File: src/rtl/vio_serial_adder_pkg.sv
// Shared types and constants for the VIO-driven bit-serial adder.
package vio_serial_adder_pkg;

    typedef enum logic [1:0] {
        ST_IDLE  = 2'd0,
        ST_SHIFT = 2'd1,
        ST_DONE  = 2'd2
    } state_t;

    localparam int DEF_WIDTH = 4;

endpackage

File: src/rtl/full_adder_bit.sv
// One-bit combinational full adder used as the serial datapath slice.
module full_adder_bit (
    input  logic a,
    input  logic b,
    input  logic cin,
    output logic s,
    output logic cout
);

    assign s    = a ^ b ^ cin;
    assign cout = (a & b) | (cin & (a ^ b));

endmodule

File: src/rtl/vio_serial_adder.sv
// Bit-serial adder: captures operands on a start rising edge, adds LSB-first over WIDTH cycles.
// Optional subtract mode (sub_i port) is built when VIO_SERIAL_SUB_EN is defined.
module vio_serial_adder
    import vio_serial_adder_pkg::*;
#(
    parameter  int WIDTH = DEF_WIDTH,
    localparam int CNT_W = $clog2(WIDTH + 1)
) (
    input  logic             clk,
    input  logic             rst_n,
    input  logic [WIDTH-1:0] a_i,
    input  logic [WIDTH-1:0] b_i,
    input  logic             start_i,
`ifdef VIO_SERIAL_SUB_EN
    input  logic             sub_i,
`endif
    output logic [WIDTH:0]   sum_o,
    output logic             busy_o,
    output logic             done_o,
    output logic [CNT_W-1:0] cyc_o
);

    state_t           state;
    logic             start_q;
    logic             launch;
    logic             carry;
    logic [WIDTH-1:0] a_sh;
    logic [WIDTH-1:0] b_sh;
    logic [WIDTH-1:0] res;
    logic             fa_b;
    logic             fa_s;
    logic             fa_co;

    assign launch = start_i & ~start_q;

`ifdef VIO_SERIAL_SUB_EN
    logic sub_q;
    // Subtraction is A + ~B + 1: invert B into the adder, carry-in seeded at launch.
    assign fa_b = b_sh[0] ^ sub_q;
`else
    assign fa_b = b_sh[0];
`endif

    full_adder_bit u_fa (
        .a    (a_sh[0]),
        .b    (fa_b),
        .cin  (carry),
        .s    (fa_s),
        .cout (fa_co)
    );

    always_ff @(posedge clk) begin
        if (!rst_n) begin
            state   <= ST_IDLE;
            start_q <= 1'b1;
            carry   <= 1'b0;
            a_sh    <= '0;
            b_sh    <= '0;
            res     <= '0;
            sum_o   <= '0;
            busy_o  <= 1'b0;
            done_o  <= 1'b0;
            cyc_o   <= '0;
`ifdef VIO_SERIAL_SUB_EN
            sub_q   <= 1'b0;
`endif
        end else begin
            start_q <= start_i;
            case (state)
                ST_IDLE, ST_DONE: begin
                    if (launch) begin
                        a_sh   <= a_i;
                        b_sh   <= b_i;
                        res    <= '0;
                        cyc_o  <= '0;
                        busy_o <= 1'b1;
                        done_o <= 1'b0;
                        state  <= ST_SHIFT;
`ifdef VIO_SERIAL_SUB_EN
                        sub_q  <= sub_i;
                        carry  <= sub_i;
`else
                        carry  <= 1'b0;
`endif
                    end
                end
                ST_SHIFT: begin
                    if (cyc_o == CNT_W'(WIDTH)) begin
                        sum_o  <= {carry, res};
                        busy_o <= 1'b0;
                        done_o <= 1'b1;
                        state  <= ST_DONE;
                    end else begin
                        // Result enters at the MSB so after WIDTH shifts bit 0 lands at res[0].
                        res   <= {fa_s, res[WIDTH-1:1]};
                        a_sh  <= a_sh >> 1;
                        b_sh  <= b_sh >> 1;
                        carry <= fa_co;
                        cyc_o <= cyc_o + CNT_W'(1);
                    end
                end
                default: state <= ST_IDLE;
            endcase
        end
    end

endmodule

File: config.mk
export PLATFORM = sky130hd
export DESIGN_NAME = vio_serial_adder
export DESIGN_NICKNAME = d
export VERILOG_FILES = /design/src/rtl/vio_serial_adder_pkg.sv /design/src/rtl/full_adder_bit.sv /design/src/rtl/vio_serial_adder.sv
export SDC_FILE = /design/constraint.sdc
export NUM_CORES = 1
export LEC_CHECK = 0
export ABC_AREA = 1
export CAP_MARGIN = 20
export CORE_MARGIN = 2
export CORE_UTILIZATION = 57
export CTS_BUF_LIST = sky130_fd_sc_hd__clkbuf_8
export DETAILED_ROUTE_END_ITERATION = 12
export PLACE_DENSITY_LB_ADDON = 0.1
export SLEW_MARGIN = 20
export SYNTH_ARGS = -nofsm -noshare
export SYNTH_HDL_FRONTEND = slang
export SYNTH_SLANG_ARGS = --single-unit
File: constraint.sdc
create_clock -name clk -period 3.3 [get_ports clk]
set_input_delay 0.825 -clock clk [delete_from_list [all_inputs] [get_ports clk]]
set_output_delay 0.825 -clock clk [all_outputs]
set_load 0.05 [all_outputs]
# ---- Word level (Yosys, flattened, before mapping)
# Cells that the tools add are included.
dict set report word_totals {
  in_bits 11
  output_inout_bits 10
  ff_bits 26
  elab_cells 54
}
dict set report op_classes {
  n_eq_ne 6
  n_addsub 1
  n_reduce_logical 7
  n_mux 23
  bitwise 7
}
# operator count
set ops {}
lappend ops {{4-bit two-way mux} 6}
lappend ops {{4-bit one-hot mux with 2 select lines} 3}
lappend ops {{3-bit two-way mux} 2}
lappend ops {{2-bit inequality test, second input constant} 3}
lappend ops {{1-bit one-hot mux with 2 select lines} 3}
lappend ops {{3-bit one-hot mux with 2 select lines} 1}
lappend ops {{3-bit AND reduction} 2}
lappend ops {{1-bit two-way mux} 5}
lappend ops {{2-bit two-way mux} 2}
lappend ops {{2-bit one-hot mux with 2 select lines} 1}
lappend ops {{2-bit AND reduction} 2}
lappend ops {{3-bit by 1-bit adder with 3-bit output, second input constant} 1}
lappend ops {{1-bit AND} 3}
lappend ops {{3-bit equality test, second input constant} 1}
lappend ops {{2-bit by 1-bit equality test with 1-bit output, second input constant} 1}
lappend ops {{2-bit equality test, second input constant} 1}
lappend ops {{2-bit zero test} 1}
lappend ops {{2-bit nonzero test} 1}
lappend ops {{2-bit OR reduction} 1}
lappend ops {{1-bit XOR} 2}
lappend ops {{1-bit inverter} 1}
lappend ops {{1-bit OR} 1}

# ---- Logic depth before layout (Yosys ltp)
# Gate-level depths: netlist of run 1.
dict set report depth {
  depth_word 5
  mapped_depth 9
  depth_no_buf 9
}

# ---- Modules after synthesis
# Synthesis of run 1 repeated with hierarchy kept, for this count alone.
dict set report hier_totals {
  hier_cells 159
  hier_area_um2 1260.0
}
# mod cells_each instances area_per_inst_um2
set modules_own_cells {}
lappend modules_own_cells {vio_serial_adder 158 1 1239.9}
lappend modules_own_cells {full_adder_bit 1 1 20.0}

# ---- Worst setup path after synthesis of run 1
# Ideal clock, no wire load.
dict set report synth_timing {
  path_kind {register to register}
  start {register cyc_o[0]}
  end {register a_sh[0]}
  n_path_buf 0
  stages_incl_launch_ff 9
  required_ps 3187
  setup_ps 113
  setup_slack_ps 1637
  arrival_ps 1550
  cell_sequence {dfxtp_1 inv_1 ha_1 nand2_1 nand2_4 nand2_2 inv_2 nor2_1 nor2_1}
}
dict set report synth_between {
  elab_chain_len 3
}
# element line_no
set synth_rtl {}
lappend synth_rtl {{start, declared} vio_serial_adder.sv:20} ;# output logic [CNT_W-1:0] cyc_o
lappend synth_rtl {{start signal, assigned} vio_serial_adder.sv:99} ;# cyc_o <= cyc_o + CNT_W'(1);
lappend synth_rtl {{3-bit equality test} vio_serial_adder.sv:88} ;# if (cyc_o == CNT_W'(WIDTH)) begin
lappend synth_rtl {{2-bit inequality test (no line)} n/a}
lappend synth_rtl {{3-bit AND reduction (no line)} n/a}
lappend synth_rtl {{end signal, assigned} vio_serial_adder.sv:72} ;# a_sh <= a_i;
lappend synth_rtl {{end signal, assigned} vio_serial_adder.sv:96} ;# a_sh <= a_sh >> 1;
lappend synth_rtl {{end, declared} vio_serial_adder.sv:27} ;# logic [WIDTH-1:0] a_sh;
# No other way between the ends.
# A chain may end at the register's enable or synchronous reset.

# ---- Final worst setup path of run 1
dict set report layout_timing {
  start {register cyc_o[2]}
  end {output cyc_o[2]}
}
# No word-level cell between the ends.

==> key figures, run 1 <==
Logic synthesis
  • Syn Inst Count: about 160
  • Post-Synth Simple-Gate Area: 0.323
  • Syn Nets: ~170
  • Compound-Gate Fraction of Synth Area: 0.0994
  • Post-synthesis mux area share: 0
  • Largest family of logic cells by synthesized area: simple AND/OR/NAND/NOR gates
  • Synth Area in XOR/XNOR: 0
  • Synthesized-area fraction occupied by adder cells: 0.0389
  • YS warnings: 0
  • Flop and latch count out of synthesis: 26
  • Synthesized cell area: 1160 um2
  • Avg Inst Size Synth: about 7.3 um2
  • Register area share after synthesis: 0.449
  • Yosys cell types: 21

Routing
  • Drt initial violations: 27
  • Vias per inst: 4.99
  • DR vias: just over 1,000
  • Detailed Route WL: roughly 2100 um
  • Drt pass-1 iters: 4
  • Antenna Violating Nets Remaining: 0
  • Drt wl/cell: approximately 10 um
  • Residual DRC: 0

Final layout
  • Commonest non-fill, non-tap cell in the layout: nand2_1
  • Final Util: 0.722
  • Layout cells sized above 1: 0.0565
  • P&R area growth vs syn: 20.9%
  • Ant. Diodes: 0
  • Nets: roughly 190
  • Commonest cells after routing, fill and taps aside: nand2_1 (44), dfxtp_1 (26), nor2_1 (20), clkdlybuf4s50_1 (20), inv_1 (18)

Worst setup path
  • CP max stage delay: between 0.8 and 0.9 ns
  • R2r worst-path depth: 8
  • WP data arrival: ~1.5 ns
  • CP endpoint kind: output port
  • Critical Path Fanout Max: 5
  • CP Cell Sequence: clkdlybuf4s50_1
  • Critical path class: reg -> out
  • CP Data Required Time: 2.47 ns
  • Startpoint Class: flop
  • Worst path depth: 1
  • WP buf/inv: 1
  • Cell at the slowest stage of the critical path: clkdlybuf4s50_1
  • Cell family with most CP delay: buffers and inverters

Placement
  • Gp weighted congestion: 0.758
  • Port bufs: 20
  • Post-detail-place hpwl: 1600 um

Clock network
  • Setup Fix Bufs, Post-CTS: 0
  • CTS Hold Buffers Added: 0
  • CTS Root Cell: clkbuf_8
  • H-tree depth: 1
  • Clock tree sinks: 26
  • Clk_lat worst skew: roughly 0.26 ns
  • Clock buffer count from CTS: 3
  • Worst-path clk slew: around 0.08 ns
  • CTS tree: done
  • CTS Buffer Depth: 2
  • # resized after CTS: 0

GRT
  • Grt ovf: 0
  • First-pass GRT wire length: approximately 3500 um
  • Overall Global Routing Usage: 0.187
  • Number of global-route vias before repair: 891
  • Largest net degree at the start of global routing: 19
  • Initial antenna violation count: 0

Power
  • Clock Power Share: 0.281
  • Sw Pwr: ~0.00015 W
  • Comb power frac: 0.155
  • Leak: between 0.6 and 0.7 nW
  • Flop pwr share: 0.563
  • Sw frac: 0.251
  • Power Dens Cells: between 400 and 500 nW/um2
  • Internal power: approximately 0.00045 W
  • Tot Pwr: about 0.0006 W
  • VDD IR max: roughly 0.25 mV

Floorplanning
  • Die W: between 40 and 50 um
  • Num rows: 16
  • Chip height: 49.1 um
  • Die area: 2410 um2
  • Number of top-level pins: 21
  • Core area: just under 2000 um2
  • Initial Util: 0.597

Job
  • Max capacitance violation total: 0

Timing
  • Slew HR: 0.599
  • Period minus WS final: 2.31 ns
  • Max-slew violation total from the final report: 0
  • Final hold vios: 0
  • Least-Margin Pin Slew: 0.599 ns
  • Setup Skew: around 0.0021 ns
  • RSZ-0062 raised after global routing: no
  • Final setup viols: 0
  • Tcrit/Tclk final: 0.699
  • Setup TNS: 0 ns
  • Fmax: roughly 0.43 GHz

Hold path
  • Hold Path Class: reg -> reg
  • Hold Crit Depth: 2

Status
  • Status: complete, no violations
-- worst reg2reg max path, stage by stage (launching register included) --
cell and delay [ns]:
dfxtp_1 0.38, inv_1 0.08, ha_1 0.20, nand2_1 0.18, nand2_4 0.15, nand2_2 0.19
inv_2 0.13, nor2_1 0.12, nor2_1 0.05
-- state kept, by name, indices dropped and copies added (netlist names) --
register / flops
start_q: 1
busy_o: 1
sum_o: 5
done_o: 1
state: 2
carry: 1
a_sh: 4
b_sh: 4
res: 4
cyc_o: 3
-- stage by stage --
| step | setup slack, ns | cell area, um2 | hold WS, ns | instances |
|---|---|---|---|---|
| after detailed placement | 0.883 | 1360 | 0.463 | 201 |
| after floorplan | 1.64 | 1160 | 0.443 | 159 |
| after CTS | 0.986 | 1400 | 0.476 | 204 |
| after global placement | 0.912 | 1360 | 0.433 | 201 |
| after global routing | 0.947 | 1400 | 0.489 | 204 |
| final | 0.994 | 1400 | 0.475 | 204 |
-- cell type report --
cell class,instances,area (um2)
inverters,19,71.3
fillers,163,541
flip-flops and latches,26,520
repair buffers,20,200
well taps,27,33.8
multi-input cells,109,534
clock buffers,3,41.3
-- cell usage after synthesis, drive strengths merged --
cell | count | area share
fa | 1 | 0.017
nand3b | 3 | 0.019
or2 | 1 | 0.0054
buf | 4 | 0.025
a22oi | 2 | 0.013
dfxtp | 26 | 0.45
ha | 2 | 0.022
nand3 | 12 | 0.056
clkbuf | 1 | 0.0032
inv | 19 | 0.062
nand2 | 46 | 0.16
o21ai | 9 | 0.039
nor2 | 22 | 0.084
a21oi | 11 | 0.048
-- cell families after synthesis --
logic type / after synthesis
AND/OR/NAND/NOR: 84
AO/OA/AOI/OAI: 22
flip-flops: 26
buffers and inverters: 24
adder cells (fa/ha/maj): 3
-- final timing paths --
kind	to	startpoint	slack [ns]
setup / recovery	cyc_o[2]	cyc_o[2]	0.99
hold / removal	sum_o[0]	res[0]	0.47
setup reg to reg	a_sh[2]	cyc_o[0]	1.73
hold reg to reg	sum_o[0]	res[0]	0.47
-- metal layers --
layer	track usage	part of all wire	up-vias
met3	0.0276	0.035	4
met1	0.215	0.45	458
met4	0.0571	0.0084	0
li1	-	-	530
met5	0	0	-
met2	0.351	0.51	25
-- power groups by stage --
stage	Clock, W	Combinational [W]	Sequential [W]
after CTS	0.000173	0.0000937	0.000338
after global routing	0.000186	0.000105	0.000339
final	0.000169	0.0000931	0.000337
after global placement	0	0.0000894	0.000344
after detailed placement	0	0.0000926	0.000345
after floorplan	0	0.0000584	0.000352
Note: power is estimated with default switching activity, not from simulation.
==> run 2, diff against run 1 <==
Settings changed: CORE_UTILIZATION 57 to 53.
Clock period 3.3 ns to 2.3 ns, I/O delays scaled along.
==> key figures, run 2 (same netlist as run 1, synthesis figures left out) <==
Power
  • Power Dens Cells: 635 nW/um2 (+48%)
  • Sw Pwr: 0.000226 W (+50%)
  • Tot Pwr: 0.000908 W (+51%)
  • Sw frac: 0.249 (-0.00246)
  • Clock Power Share: 0.317 (+0.036)
  • Internal power: 0.000682 W (+52%)
  • Leak: 0.637 nW (+2.6%)
  • VDD IR max: 0.483 mV (+92%)
  • Flop pwr share: 0.534 (-0.029)
  • Comb power frac: 0.149 (-0.006)

Routing
  • DR vias: 1,012 (-0.49%)
  • Drt wl/cell: 10.4 um (-1.1%)
  • Drt pass-1 iters: 4 (unchanged)
  • Antenna Violating Nets Remaining: 0 (unchanged)
  • Residual DRC: 0 (unchanged)
  • Detailed Route WL: 2150 um (+0.33%)
  • Drt initial violations: 13 (-52%)
  • Vias per inst: 4.89 (-1.9%)

Floorplanning
  • Num rows: 16 (unchanged)
  • Core area: 2000 um2 (+3.1%)
  • Die W: 50.8 um (+3.4%)
  • Die area: 2580 um2 (+6.9%)
  • Chip height: 50.8 um (+3.4%)
  • Number of top-level pins: 21 (unchanged)
  • Initial Util: 0.579 (-0.0179)

Worst setup path
  • R2r worst-path depth: 8 (unchanged)
  • Worst path depth: 1 (unchanged)
  • WP data arrival: 1.48 ns (about the same)
  • Cell at the slowest stage of the critical path: clkdlybuf4s50_1
  • CP Cell Sequence: clkdlybuf4s50_1
  • WP buf/inv: 1 (unchanged)
  • Startpoint Class: flop
  • Critical path class: reg -> out
  • CP endpoint kind: output port
  • Critical Path Fanout Max: 5 (unchanged)
  • CP Data Required Time: 1.73 ns (-0.74 ns)
  • CP max stage delay: 0.82 ns (about the same)
  • Cell family with most CP delay: buffers and inverters

Final layout
  • Commonest non-fill, non-tap cell in the layout: nand2_1
  • Largest register FFs: 5 (unchanged)
  • Filler instances: 180 (+10%)
  • Nets: 195 (+1.0%)
  • Biggest register: sum_o
  • Final Util: 0.714 (-0.00727)
  • Ant. Diodes: 0 (unchanged)
  • Register area: 520 um2 (unchanged)
  • Layout cells sized above 1: 0.0722 (+0.0157)
  • Multi-input gate area: 534 um2 (unchanged)
  • P&R area growth vs syn: 23.4%
  • Commonest cells after routing, fill and taps aside: nand2_1 (44), dfxtp_1 (26), nor2_1 (20), clkdlybuf4s50_1 (20), inv_1 (18)

Hold path
  • Hold Crit Depth: 2 (unchanged)
  • Hold Path Class: reg -> reg

Clock network
  • # resized after CTS: 0 (unchanged)
  • Setup Fix Bufs, Post-CTS: 0 (unchanged)
  • Clk_lat worst skew: 0.26 ns (about the same)
  • CTS Buffer Depth: 2 (unchanged)
  • CTS Hold Buffers Added: 0 (unchanged)
  • Clock tree sinks: 26 (unchanged)
  • Clock buffer count from CTS: 3 (unchanged)
  • CTS Root Cell: clkbuf_8
  • CTS tree: done
  • Worst-path clk slew: 0.08 ns (about the same)
  • H-tree depth: 1 (unchanged)

Timing
  • Final hold vios: 0 (unchanged)
  • RSZ-0062 raised after global routing: no
  • Final setup viols: 0 (unchanged)
  • Least-Margin Pin Slew: 0.497 ns (-0.102 ns)
  • Setup Skew: 0.00170 ns (-0.000351 ns)
  • Slew HR: 0.667 (+0.0681)
  • Setup TNS: 0 ns (unchanged)
  • Period minus WS final: 2.05 ns
  • Max-slew violation total from the final report: 0 (unchanged)
  • Tcrit/Tclk final: 0.893
  • Fmax: 0.487 GHz

Placement
  • Port bufs: 20 (unchanged)
  • Gp weighted congestion: 0.736 (-2.8%)
  • Post-detail-place hpwl: 1570 um (-1.9%)

Status
  • Status: complete, no violations

GRT
  • Number of global-route vias before repair: 916 (+2.8%)
  • Largest net degree at the start of global routing: 17 (-2)
  • Grt ovf: 0 (unchanged)
  • Initial antenna violation count: 0 (unchanged)
  • First-pass GRT wire length: 3770 um (+6.4%)
  • Overall Global Routing Usage: 0.195 (+0.00737)

Job
  • Max capacitance violation total: 0 (unchanged)
-- run 2: changes by cell type in the layout (fill, tap and decap cells not counted), sizes merged --
cell	previous run	this run
buf	0	2
clkbuf	3	4
-- run 2: layout make-up --
cell class | instances | area share
inverter | 19 | 0.0499
timing repair buffer | 22 | 0.150
clock buffer | 4 | 0.0385
multi-input combinational | 109 | 0.374
tap | 27 | 0.0236
sequential | 26 | 0.364
-- run 2: final timing paths --
check           start       end  slack (ns)
max          cyc_o[2]  cyc_o[2]        0.25
min reg2reg    busy_o    busy_o        0.46
max reg2reg  cyc_o[0]   b_sh[1]        0.77
min            busy_o    busy_o        0.46
-- run 2: power by group through the flow --
stage	logic, W	clock network [W]	registers, W
3_3_place_gp	0.000131	0	0.000494
2_1_floorplan	0.0000838	0	0.000505
5_1_grt	0.000153	0.000310	0.000488
3_5_place_dp	0.000135	0	0.000495
6_report	0.000136	0.000288	0.000484
4_1_cts	0.000136	0.000296	0.000485
-- run 2: metal layers --
layer,part of all wire,GRT usage
met1,0.47,0.233
met2,0.49,0.344
met3,0.035,0.0268
met4,0.0051,0.0856
met5,0,0
-- run 2: through the flow --
stage / hold slack, ns / std cells / setup WS, ns / instance area (um2)
6_report: 0.459 / 207 / 0.246 / 1430
5_1_grt: 0.507 / 207 / 0.205 / 1430
4_1_cts: 0.461 / 207 / 0.238 / 1430
3_5_place_dp: 0.448 / 203 / 0.492 / 1380
3_3_place_gp: 0.433 / 203 / 0.522 / 1380
2_1_floorplan: 0.443 / 159 / 0.637 / 1160
==> run 3, diff against run 2 <==
Settings changed: REMOVE_ABC_BUFFERS set to 1.
==> key figures, run 3 (same netlist as run 1, synthesis figures left out) <==
Hold path
  • Hold Crit Depth: 2 (unchanged)
  • Hold Path Class: reg -> reg
  • Hold path start: busy_o
  • Worst Hold Path EP: busy_o

Worst setup path
  • CP Cell Sequence: clkdlybuf4s50_1
  • Cell family with most CP delay: buffers and inverters
  • CP max stage delay: 0.82 ns (about the same)
  • CP Data Required Time: 1.73 ns (about the same)
  • WP data arrival: 1.48 ns (about the same)
  • Critical path class: reg -> out
  • R2r worst-path depth: 8 (unchanged)
  • Startpoint Class: flop
  • Flop2flop setup slack: 0.70 ns (-0.07 ns)
  • WP buf/inv: 1 (unchanged)
  • CP endpoint kind: output port
  • Cell at the slowest stage of the critical path: clkdlybuf4s50_1
  • Critical Path Fanout Max: 5 (unchanged)
  • R2r endpoint: b_sh[0]
  • Worst r2r src: cyc_o[0]

Routing
  • Residual DRC: 0 (unchanged)
  • Detailed Route WL: 2360 um (+10%)
  • DR vias: 1,045 (+3.3%)
  • Drt initial violations: 10 (-3)
  • Drt wl/cell: 11.4 um (+10%)
  • Antenna Violating Nets Remaining: 0 (unchanged)
  • Vias per inst: 5.05 (+3.3%)
  • Drt pass-1 iters: 4 (unchanged)

Power
  • VDD IR max: 0.419 mV (-13%)
  • Flop pwr share: 0.484 (-0.050)
  • Clock Power Share: 0.377 (+0.060)
  • Internal power: 0.000762 W (+12%)
  • Sw frac: 0.239 (-0.0100)
  • Power Dens Cells: 692 nW/um2 (+9.0%)
  • Comb power frac: 0.138 (-0.011)
  • Leak: 0.644 nW (+1.1%)
  • Sw Pwr: 0.000239 W (+5.8%)

Final layout
  • Nets: 195 (unchanged)
  • Ant. Diodes: 0 (unchanged)
  • Commonest non-fill, non-tap cell in the layout: nand2_1
  • Largest register FFs: 5 (unchanged)
  • Biggest register: sum_o
  • Filler instances: 181 (+0.56%)
  • P&R area growth vs syn: 24.8%
  • Register area: 520 um2 (unchanged)
  • Commonest cells after routing, fill and taps aside: nand2_1 (44), dfxtp_1 (26), nor2_1 (20), clkdlybuf4s50_1 (20), inv_1 (18)
  • Final Util: 0.723 (+0.00813)
  • Multi-input gate area: 534 um2 (unchanged)
  • Layout cells sized above 1: 0.0722 (unchanged)

Clock network
  • Setup Fix Bufs, Post-CTS: 0 (unchanged)
  • Clock tree sinks: 26 (unchanged)
  • Clk_lat worst skew: 0.27 ns (about the same)
  • CTS Buffer Depth: 2 (unchanged)
  • CTS Root Cell: clkbuf_8
  • Clock buffer count from CTS: 3 (unchanged)
  • # resized after CTS: 0 (unchanged)
  • CTS tree: done
  • Worst-path clk slew: 0.09 ns (about the same)
  • H-tree depth: 1 (unchanged)
  • CTS Hold Buffers Added: 0 (unchanged)

Timing
  • RSZ-0062 raised after global routing: no
  • Tcrit/Tclk final: 0.895 (+0.00154)
  • Setup Skew: 0.00532 ns (+0.00362 ns)
  • Fmax: 0.486 GHz (-0.17%)
  • Setup TNS: 0 ns (unchanged)
  • Period minus WS final: 2.06 ns (+0.00354 ns)
  • Max-slew violation total from the final report: 0 (unchanged)
  • Slew HR: 0.668 (about the same)
  • WHS: 0.453 ns (-0.00562 ns)
  • Least-Margin Pin Slew: 0.497 ns (-0.000333 ns)
  • Final hold vios: 0 (unchanged)
  • Final setup viols: 0 (unchanged)

GRT
  • Overall Global Routing Usage: 0.207 (+0.0127)
  • Number of global-route vias before repair: 1,009 (+10%)
  • Grt ovf: 0 (unchanged)
  • Largest net degree at the start of global routing: 17 (unchanged)
  • Initial antenna violation count: 0 (unchanged)
  • First-pass GRT wire length: 4080 um (+8.2%)

Floorplanning
  • Initial Util: 0.579 (unchanged)
  • Core area: 2000 um2 (unchanged)
  • Chip height: 50.8 um (unchanged)
  • Number of top-level pins: 21 (unchanged)
  • Num rows: 16 (unchanged)
  • Die area: 2580 um2 (unchanged)
  • Die W: 50.8 um (unchanged)

Placement
  • Port bufs: 20 (unchanged)
  • Gp weighted congestion: 0.807 (+9.6%)
  • Post-detail-place hpwl: 1690 um (+7.7%)

Job
  • Max capacitance violation total: 0 (unchanged)

Status
  • Status: complete, no violations
[run 3: power groups by stage]
stage | Clock (W) | Combinational [W] | Sequential (W)
6_report | 0.000378 | 0.000138 | 0.000484
5_1_grt | 0.000396 | 0.000155 | 0.000488
4_1_cts | 0.000380 | 0.000138 | 0.000485
3_5_place_dp | 0 | 0.000138 | 0.000495
3_3_place_gp | 0 | 0.000133 | 0.000494
2_1_floorplan | 0 | 0.0000758 | 0.000505
[run 3: routing by layer]
metal  global-route usage  share of wire  vias to the layer above
li1                     -              -                      534
met1                0.258           0.46                      482
met2                0.364           0.50                       27
met3               0.0298          0.039                        2
met4               0.0721         0.0064                        0
met5                    0              0                        -
[run 3: layout make-up]
cell class,instances,share of cell area
multi-input cells,109,0.369
inverters,19,0.0493
well taps,27,0.0234
repair buffers,22,0.149
flip-flops and latches,26,0.360
clock buffers,3,0.0285
clock inverters,1,0.0208
[run 3: how the worst max path moves through the flow]
stage | startpoint | end | cells after the start
final | cyc_o[2] | cyc_o[2] | 1
after CTS | cyc_o[2] | cyc_o[2] | 1
after detailed placement | rst_n | start_q | 3
after global placement | rst_n | start_q | 3
after global routing | cyc_o[0] | cyc_o[0] | 1
after floorplan | cyc_o[0] | a_sh[0] | 8
[run 3: stage by stage]
step / total power [W] / std cells / worst slack [ns] / area [um2]
after global routing: 0.00104 / 207 / 0.204 / 1450
after floorplan: 0.000581 / 154 / 0.587 / 1130
after detailed placement: 0.000633 / 203 / 0.305 / 1380
after global placement: 0.000627 / 203 / 0.376 / 1380
after CTS: 0.00100 / 207 / 0.233 / 1450
final: 0.00100 / 207 / 0.242 / 1450
[run 3: tightest hold or removal path: stages, from the launching register on]
cell and delay [ns]:
dfxtp_1 0.32, inv_1 0.04, a21oi_1 0.05
==> RTL edit (flow settings as in run 2) <==
Build with the macro `VIO_SERIAL_SUB_EN` defined.
--- a/src/rtl/vio_serial_adder.sv
+++ b/src/rtl/vio_serial_adder.sv
@@ -1,5 +1,7 @@
 // Bit-serial adder: captures operands on a start rising edge, adds LSB-first over WIDTH cycles.
 // Optional subtract mode (sub_i port) is built when VIO_SERIAL_SUB_EN is defined.
+`define VIO_SERIAL_SUB_EN
+
 module vio_serial_adder
     import vio_serial_adder_pkg::*;
 #(
Ports: changed (added sub_i); port bits go from 21 to 22. No check against the original RTL was run, so the function may have changed too.
==> RTL edit against run 2 <==
- worst setup slack got worse by 23 ps
- critical endpoint unchanged
- fmax fell by 1.1%
- largest cell class unchanged
- power down 2.2%
- worst hold slack worse by 2.0 ps
- synthesized cell count is 5.7% higher
- critical path type unchanged
- non-clock buffer count rose by 2
- sequential cell count grew 1
- cell count grew 5.3%
- combinational power down 3%
- synthesized area increased by 5.2%
- register-to-register slack got worse by 20 ps
- highest routed layer unchanged
- wire length increased by 11%
- final area rose by 3.8%
==> RTL edit: results (changes against run 2) <==
status: "completed"  # unchanged
layout-drive-gt1-share: 0.0789  # was 0.0722
routabilityCongestion: 0.755  # was 0.736
via_per_inst: 4.99  # was 4.89
cts_num_sinks: 27  # was 26
final.setup.tns_ps: 0  # unchanged
pwr-share-clk: 0.285  # was 0.317
routed_wirelength_mm: 2.39  # was 2.15 mm
wl_per_cell_um: 10.9  # was 10.4 um
switching_share: 0.251  # was 0.249
drtPass1Iterations: 6  # was 4
place_area_um2: 1440  # was 1380 um^2
port_buffers: 21  # was 20
drt_iter0_markers: 20  # was 13
dpl.hpwl_mm: 1.78  # was 1.57 mm
worst_hold_slack_ps: 457  # was 459 ps
synth.area.top_cells: "dfxtp_1 44%, nand2_1 14%, nor2_1 6.2%"  # was dfxtp_1 45%, nand2_1 14%, nor2_1 6.5%
p_leak_nw: 0.667  # was 0.637 nW
crit_arrival_ps: 1500  # was 1480 ps
relSlewSlack: 0.633  # was 0.667
place_ws_ps: 389  # was 492 ps
rr_worst_depth: 9  # was 8
p_seq_uw: 502  # was 484 uW
ir_drop_mv: 0.444  # was 0.483 mV
synth_common_cells: "47 x nand2_1, 27 x dfxtp_1, 20 x nor2_1"  # was 44 x nand2_1, 26 x dfxtp_1, 20 x nor2_1
dp_cells: 214  # was 203
fillers: 192  # was 180
clockBufferDepth: 2  # unchanged
grt_pass1_vias: 1039  # was 916
skew_ps: 5.28  # was 1.70 ps
ys_types: 22  # was 21
seqPwrFrac: 0.566  # was 0.534
yosysSeqAreaShare: 0.444  # was 0.449
r2r_end: "res[0]"  # was b_sh[1]
synthCells: 168  # was 159
grt_pass1_wl_mm: 4.21  # was 3.77 mm
## RTL edit: cell count changes after synthesis, sizes merged
cell,delta
a21oi,+2
a22oi,-2
buf,+1
clkinv,+1
dfxtp,+1
nand2,+4
nand3,+1
nand3b,-1
nand4,+2
o21ai,-1
xor2,+1
## RTL edit: final cells by class
cell class,count,area [um^2],area share
Multi-Input combinational cell,115,556,0.374
Sequential cell,27,541,0.364
Timing Repair Buffer,24,233,0.157
Inverter,20,75.1,0.0506
Clock buffer,3,41.3,0.0278
Tap cell,28,35.0,0.0236
Clock inverter,1,3.75,0.00253
## RTL edit: layer usage
| layer | part of all wire | vias up | GRT usage |
|---|---|---|---|
| met2 | 0.48 | 36 | 0.342 |
| met4 | 0.0092 | 0 | 0.0526 |
| met3 | 0.049 | 4 | 0.0402 |
| li1 | - | 568 | - |
| met1 | 0.46 | 479 | 0.264 |
| met5 | 0 | - | 0 |
## RTL edit: worst min path at each step
stage | endpoint | startpoint | cells past startpoint
after floorplan | sum_o[0] | res[0] | 2
after CTS | busy_o | busy_o | 2
after global routing | busy_o | busy_o | 2
after detailed placement | busy_o | busy_o | 2
after global placement | busy_o | busy_o | 2
final | busy_o | busy_o | 2
## RTL edit: kinds of logic (layout without fill, tap and decap cells)
kind of cell	count (synthesis)	in the layout	synth area share
and+or+nand+nor	90	90	0.325
DFF	27	27	0.444
buffers and inverters	26	48	0.101
AOI/OAI and AO/OA	21	21	0.0862
adders and majority gates	3	3	0.0370
xor gates and xnor gates	1	1	0.00719
